--- src/rtl/vga_csr_responder_pkg.sv ---
// rtl/vga_csr_responder_pkg.sv - shared constants for the VGA CSR responder
//
// Purpose : CPU access FSM encoding, display read latency and the SRAM
//           control values driven while no CPU write owns the slot.
// Ports   : none (package).
package vga_csr_responder_pkg;

   // CPU access FSM encoding
   localparam logic [1:0] ST_IDLE  = 2'd0;
   localparam logic [1:0] ST_ISSUE = 2'd1;
   localparam logic [1:0] ST_ACK   = 2'd2;

   // Display read latency: strobe in cycle N, data valid in cycle N+2
   localparam int CSR_RD_LATENCY = 2;

   // SRAM control levels for idle and read slots
   localparam logic       SRAM_WE_N_IDLE = 1'b1;
   localparam logic [1:0] SRAM_BW_N_IDLE = 2'b11;
   localparam logic       SRAM_OE_IDLE   = 1'b0;

endpackage

--- src/rtl/vga_csr_responder.sv ---
// rtl/vga_csr_responder.sv - VGA CSR read responder sharing video SRAM with the CPU
//
// Purpose : Serves display word reads from 16-bit SRAM with a fixed
//           two-cycle latency and slips CPU reads/writes into slots the
//           display leaves unused.
// Ports   : clk, rst            - video clock, synchronous active-high reset
//           csr_adr_i/stb_i     - display read address and strobe
//           csr_dat_o           - display read data (valid 2 cycles later)
//           cpu_adr_i/dat_i/sel_i/we_i/stb_i - CPU request, held until ack
//           cpu_dat_o, cpu_ack_o - CPU read data and one-cycle ack
//           sram_*              - registered SRAM pad controls and data
module vga_csr_responder
   import vga_csr_responder_pkg::*;
#(
   parameter int ADR_W = 17,
   parameter int DAT_W = 16
) (
   input  logic             clk,
   input  logic             rst,
   input  logic [ADR_W-1:0] csr_adr_i,
   input  logic             csr_stb_i,
   output logic [DAT_W-1:0] csr_dat_o,
   input  logic [ADR_W-1:0] cpu_adr_i,
   input  logic [DAT_W-1:0] cpu_dat_i,
   input  logic [1:0]       cpu_sel_i,
   input  logic             cpu_we_i,
   input  logic             cpu_stb_i,
   output logic [DAT_W-1:0] cpu_dat_o,
   output logic             cpu_ack_o,
   output logic [ADR_W-1:0] sram_adr_o,
   output logic [DAT_W-1:0] sram_dat_o,
   output logic             sram_dat_oe_o,
   input  logic [DAT_W-1:0] sram_dat_i,
   output logic             sram_we_n_o,
   output logic [1:0]       sram_bw_n_o
);

   // One bit per display pipeline stage between address issue and capture
   localparam int VLD_W = CSR_RD_LATENCY - 1;

   logic [1:0]       state;
   logic             cpu_wr;
   logic [VLD_W-1:0] disp_vld;
   logic             cpu_grant;

   // The display always wins; the CPU only gets a slot the display leaves
   // empty, and never while a previous access is still being acked.
   assign cpu_grant = !csr_stb_i && (state == ST_IDLE) && cpu_stb_i && !cpu_ack_o;

   always_ff @(posedge clk) begin
      if (rst) begin
         state         <= ST_IDLE;
         cpu_wr        <= 1'b0;
         disp_vld      <= '0;
         csr_dat_o     <= '0;
         cpu_dat_o     <= '0;
         cpu_ack_o     <= 1'b0;
         sram_adr_o    <= '0;
         sram_dat_o    <= '0;
         sram_dat_oe_o <= SRAM_OE_IDLE;
         sram_we_n_o   <= SRAM_WE_N_IDLE;
         sram_bw_n_o   <= SRAM_BW_N_IDLE;
      end else begin
         // Controls fall back to idle every cycle; only a CPU write grant
         // overrides them, so the pads are driven for exactly one cycle.
         sram_dat_oe_o <= SRAM_OE_IDLE;
         sram_we_n_o   <= SRAM_WE_N_IDLE;
         sram_bw_n_o   <= SRAM_BW_N_IDLE;

         // Tracking display reads separately keeps CPU read data out of
         // csr_dat_o even when both share the same SRAM data bus.
         disp_vld <= (disp_vld << 1) | VLD_W'(csr_stb_i);
         if (disp_vld[VLD_W-1]) begin
            csr_dat_o <= sram_dat_i;
         end

         if (csr_stb_i) begin
            sram_adr_o <= csr_adr_i;
         end else if (cpu_grant) begin
            sram_adr_o <= cpu_adr_i;
            if (cpu_we_i) begin
               sram_dat_o    <= cpu_dat_i;
               sram_dat_oe_o <= 1'b1;
               sram_we_n_o   <= 1'b0;
               sram_bw_n_o   <= ~cpu_sel_i;
            end
         end

         case (state)
            ST_IDLE: begin
               if (cpu_grant) begin
                  cpu_wr <= cpu_we_i;
                  state  <= ST_ISSUE;
               end
            end
            ST_ISSUE: begin
               // SRAM still holds the CPU address this cycle even if the
               // display is registering a new one for the next slot.
               if (!cpu_wr) begin
                  cpu_dat_o <= sram_dat_i;
               end
               cpu_ack_o <= 1'b1;
               state     <= ST_ACK;
            end
            ST_ACK: begin
               cpu_ack_o <= 1'b0;
               state     <= ST_IDLE;
            end
            default: begin
               cpu_ack_o <= 1'b0;
               state     <= ST_IDLE;
            end
         endcase
      end
   end

endmodule

--- config.mk ---
export PLATFORM = sky130hd
export DESIGN_NAME = vga_csr_responder
export DESIGN_NICKNAME = d
export VERILOG_FILES = /design/src/rtl/vga_csr_responder_pkg.sv /design/src/rtl/vga_csr_responder.sv
export SDC_FILE = /design/constraint.sdc
export NUM_CORES = 1
export LEC_CHECK = 0
export ABC_AREA = 1
export CELL_PAD_IN_SITES_DETAIL_PLACEMENT = 1
export CELL_PAD_IN_SITES_GLOBAL_PLACEMENT = 2
export CORE_MARGIN = 1.5
export CORE_UTILIZATION = 23
export DETAILED_ROUTE_END_ITERATION = 7
export PLACE_DENSITY = 0.82
export SYNTH_ARGS = -nofsm -noshare
export SYNTH_HDL_FRONTEND = slang
export SYNTH_SLANG_ARGS = --single-unit
--- constraint.sdc ---
create_clock -name clk -period 3.45 [get_ports clk]
set_clock_uncertainty 0.2 [all_clocks]
set_input_delay 0.345 -clock clk [delete_from_list [all_inputs] [get_ports clk]]
set_output_delay 0.345 -clock clk [all_outputs]
set_load 0.005 [all_outputs]
# Word-level counts from Yosys, hierarchy flattened
# Cells that the tools add are included.
# op_classes
n_eq_ne	2
bitwise	5
mux	7
n_reduce_logical	12
# op_table
cell	n
$mux 17	2
$not 1->1	4
$pmux 2 s2	1
$reduce_and 2->1	2
$reduce_or 4->1	1
$logic_and 1x1->1	3
$reduce_and 3->1	1
$reduce_or 3->1	1
$eq 2x1->1 const B	1
$logic_not 1->1	2
$logic_not 2->1	1
$mux 1	2
$mux 2	1
$ne 2x2->1 const B	1
$not 2->2	1
$pmux 1 s2	1
$reduce_bool 2->1	1
# totals
inputBits	73
out_inout_bits	70
elab_cells	37
regBits	74

# Depth between registers and ports, before layout
# depth
word_depth	6
mapped_depth	7
ltp_nobuf	7

# Worst setup path before layout
# No wires, ideal clock.
# synth_path
kind	input to register
start	input csr_stb_i
end	register sram_adr_o[0]
n_path_buf	2
path_stages	6
slack_ns	2.084
setup_time_ns	0.113
t_required_ns	3.137
t_arrival_ns	1.053
cell_sequence	buf_6 nor2_8 nand3_4 buf_6 a21oi_2 nor2_1
# synth_between
elab_chain_len	5
word_cells_on_any_way	6
classes_between	mux: 1; reduce/logical: 5
# synth_lines
element	line	source
start: declaration	vga_csr_responder.sv:21	input logic csr_stb_i,
$logic_not 1->1	vga_csr_responder.sv:48	assign cpu_grant = !csr_stb_i && (state == ST_IDLE) && cpu_stb_i && !cpu_ack_o;
$logic_and 1x1->1 (3 in a row)	vga_csr_responder.sv:48	
$reduce_bool 2->1 (no source line)	n/a	
end signal: assignment	vga_csr_responder.sv:78	sram_adr_o <= csr_adr_i;
end signal: assignment	vga_csr_responder.sv:80	sram_adr_o <= cpu_adr_i;
end: declaration	vga_csr_responder.sv:30	output logic [ADR_W-1:0] sram_adr_o,
# Parallel ways exist; a longest one is shown, timed or not.
# A chain may end at the register's enable or synchronous reset.

# Worst setup path in the final report
# layout_path
start	input csr_stb_i
end	register sram_adr_o[9]
# Same word-level chain as after synthesis.

==> flow_metrics.env <==
export IMPL_avgViaCountPerCell=4.17
export IMPL_power_sequential_fraction_pct=41.8
export IMPL_post_dp_hpwl_um=6790
export IMPL_layout_min_cycle_time_ns=2.15
export IMPL_period_share_pct=62.3
export IMPL_path_class="in -> reg"
export IMPL_number_of_antenna_repair_diodes=0
export IMPL_core_region_area_um2=13300
export IMPL_postLayoutCellArea_um2=4940
export IMPL_timing_critical_path_slowest_stage_cell="sky130_fd_sc_hd__inv_2"
export IMPL_max_cap_violations=0
export IMPL_timing_critical_path_cells="clkdlybuf4s50_1 > inv_2 > nand2_1 > nand2_1 > a21oi_1 > nor2_1"
export IMPL_status="finished, final reports clean"
export IMPL_layout_area_overhead_vs_synth_pct=57.1
export IMPL_crit_path_max_fanout=52
export IMPL_drt_first_iter_violations=119
export IMPL_cpLargestDelayFamily="buffers and inverters"
export IMPL_floorplan_die_area_um2=14400
export IMPL_cell_types_with_the_largest_area_share_after_synthesis="sky130_fd_sc_hd__dfxtp_1 47%, sky130_fd_sc_hd__nor2_1 14%, sky130_fd_sc_hd__nand2_1 12%"
export IMPL_drive_above_1_share_pct=8.98
export IMPL_tightestPinTransition_ns=1.03
export IMPL_crit_path_buffers_inverters=2
export IMPL_globalRoute_totalOverflow=0
export IMPL_tritoncts="yes"
export IMPL_endpoint_kind_of_the_worst_setup_timing_path="flip-flop"
export IMPL_clk_pin_slew_ns=0.06
export IMPL_worst_skew_pair_late_latency_ns=0.33
export IMPL_drv_slew=0
export IMPL_remaining_antenna_violation_count=0
export IMPL_pwr_density_cell_nw_per_um2=456
export IMPL_mappedNetlistArea_um2=3140
export IMPL_grt_pass1_wl_um=16300
export IMPL_power_switching_mw=0.552
export IMPL_vertical_extent_of_the_die_um=120
export IMPL_yosysWarnings=0
export IMPL_antenna_found_initial=0
export IMPL_postSynthAreaPerCell_um2=7.28
export IMPL_core_rowCount=42
export IMPL_worstSetupStartpointType="input pin"
export IMPL_cts_repair_timing_setup_buffer_count=0
export IMPL_cp_data_required_time_ns=3.52
export IMPL_dpl_cell_area_um2=4640
export IMPL_hold_viol=0
export IMPL_clock_tree_htree_level_count=3
export IMPL_fmaxAchievable_ghz=0.465
export IMPL_post_synth_top_area_fraction_pct=47.1
export IMPL_wl_per_cell_um=13.0
export IMPL_cellLeakagePower_nw=2.17
export IMPL_timing_max_slew_rel_slack_pct=31.4
export IMPL_via_count=3106
export IMPL_cts_sink_count=74
export IMPL_gp_congestion=0.726
export IMPL_worst_reg2reg_setup_slack_ns=1.70
export IMPL_post_cts_resized=0
export IMPL_start_util_pct=23.6
export IMPL_ys_seq_elements=74
export IMPL_numCtsBuffers=9
export IMPL_first_global_vias=3322
export IMPL_synth_seq_area_share_pct=47.1
export IMPL_yosysTopAreaCell="sky130_fd_sc_hd__dfxtp_1"
export IMPL_p_comb_share_pct=16.5
export IMPL_critical_path_at_ns=2.22
export IMPL_drt_pass1_iter_count=4
export IMPL_cts_buffer_depth=2
export IMPL_syn_instance_count=432
export IMPL_synthesis_nets=505
export IMPL_power_switching_fraction_pct=24.5
export IMPL_grtUsageTotal_pct=14.4
export IMPL_power_internal_mw=1.70
export IMPL_final_nets=636
export IMPL_share_of_power_burned_in_the_clock_network_pct=41.7
export IMPL_floorplan_die_width_um=120
export IMPL_hp_class="reg -> reg"
export IMPL_yosys_cell_types_count=21
export IMPL_place_port_buffers=142
export IMPL_maximum_vdd_drop_mv=0.218
export IMPL_top_level_ports=143
export IMPL_grt_max_degree=53
export IMPL_detail_route_drc_violations=0
export IMPL_worst_path_most_repeated_cell="sky130_fd_sc_hd__nand2_1"
export IMPL_postRouteWirelength_um=9660
export IMPL_setup_tns_ns=0
export IMPL_root_buffer="sky130_fd_sc_hd__clkbuf_16"
export IMPL_final_number_of_setup_violating_endpoints=0
export IMPL_worst_path_largest_cell_delay_ns=0.85
export IMPL_holdBufCountCts=0
export IMPL_setup_repair_after_global_routing_missed_its_margin="no"
==> cells in the final DEF (no fill, tap or decap) <==
cell and instances:
sky130_fd_sc_hd__a21oi_1 9, sky130_fd_sc_hd__a21oi_2 8, sky130_fd_sc_hd__buf_4 2, sky130_fd_sc_hd__bufinv_16 1, sky130_fd_sc_hd__clkbuf_1 2, sky130_fd_sc_hd__clkbuf_16 9, sky130_fd_sc_hd__clkbuf_8 1, sky130_fd_sc_hd__clkdlybuf4s50_1 142
sky130_fd_sc_hd__clkinv_2 1, sky130_fd_sc_hd__clkinv_4 1, sky130_fd_sc_hd__clkinvlp_4 1, sky130_fd_sc_hd__dfxtp_1 74, sky130_fd_sc_hd__inv_1 33, sky130_fd_sc_hd__inv_2 7, sky130_fd_sc_hd__nand2_1 103, sky130_fd_sc_hd__nand2_2 2
sky130_fd_sc_hd__nand3_1 6, sky130_fd_sc_hd__nand3_2 12, sky130_fd_sc_hd__nand3_4 1, sky130_fd_sc_hd__nand4_4 1, sky130_fd_sc_hd__nor2_1 115, sky130_fd_sc_hd__nor2_4 3, sky130_fd_sc_hd__nor2_8 1, sky130_fd_sc_hd__nor3_1 1
sky130_fd_sc_hd__o21ai_0 13, sky130_fd_sc_hd__o21ai_1 19
==> registers in the layout, summed over array words and instances, names as in the netlist <==
| name | flops |
|---|---|
| cpu_ack_o | 1 |
| cpu_dat_o | 16 |
| cpu_wr | 1 |
| csr_dat_o | 16 |
| disp_vld | 1 |
| sram_adr_o | 17 |
| sram_bw_n_o | 2 |
| sram_dat_o | 16 |
| sram_dat_oe_o | 1 |
| sram_we_n_o | 1 |
| state | 2 |
==> logic make-up (layout without fill, tap and decap cells) <==
logic type / Yosys count / count (layout) / share of synthesized area, %
AO/OA/AOI/OAI: 49 / 49 / 8.75
AND/OR/NAND/NOR: 245 / 245 / 34.3
buffers and inverters: 64 / 200 / 9.83
flip-flops: 74 / 74 / 47.1
==> worst paths after layout <==
path / endpoint / start / depth (start not counted)
max: sram_adr_o[9] / csr_stb_i / 6
min: cpu_ack_o / state[1] / 1
max reg2reg: sram_bw_n_o[1] / cpu_ack_o / 6
min reg2reg: cpu_ack_o / state[1] / 1
==> synth_stat cells, drive strengths merged <==
master  instances
a21oi          17
dfxtp          74
nor2          119
buf            19
nand2         105
o21ai          32
clkbuf          5
nor3            1
inv            40
nand4           1
nand3          19
==> metrics by stage <==
| step | cells | hold WS (ns) | total power, mW | setup slack, ns | util [%] |
|---|---|---|---|---|---|
| after global routing | 744 | 0.252 | 2.38 | 1.07 | 37.2 |
| after global placement | 728 | 0.229 | 1.33 | 1.02 | 34.9 |
| after detailed placement | 728 | 0.236 | 1.34 | 0.942 | 34.9 |
| after floorplan | 432 | 0.214 | 1.12 | 2.08 | - |
| final | 744 | 0.240 | 2.25 | 1.30 | 37.2 |
| after CTS | 744 | 0.244 | 2.30 | 1.29 | 37.2 |
==> cell type report <==
class / instances / area (µm²)
Inverter: 40 / 150
Fill cell: 1622 / 8360
Sequential cell: 74 / 1480
Tap cell: 176 / 220
Clock inverter: 4 / 51.3
Clock buffer: 12 / 246
Timing Repair Buffer: 144 / 1440
Multi-Input combinational cell: 294 / 1350
==> worst reg2reg max path, cell delays in order, from the launching register on <==
cell and delay, ns:
sky130_fd_sc_hd__dfxtp_1 0.34, sky130_fd_sc_hd__nor2_4 0.18, sky130_fd_sc_hd__nand3_4 0.46, sky130_fd_sc_hd__nor2_4 0.26, sky130_fd_sc_hd__nand2_2 0.10, sky130_fd_sc_hd__inv_2 0.07, sky130_fd_sc_hd__nand2_1 0.04
==> power by group through the flow <==
stage / clock network [mW] / logic [mW] / registers (mW)
6_report: 0.939 / 0.372 / 0.940
5_1_grt: 1.02 / 0.414 / 0.947
4_1_cts: 0.977 / 0.381 / 0.942
3_5_place_dp: 0 / 0.379 / 0.960
3_3_place_gp: 0 / 0.370 / 0.958
2_1_floorplan: 0 / 0.160 / 0.958
==> routing by layer <==
layer  share of wire, %  track usage, %
met5                  0               0
met4                2.1            5.80
met3                5.2            4.28
met2                 50            25.4
met1                 42            16.1
(Power assumes the default switching activity.)
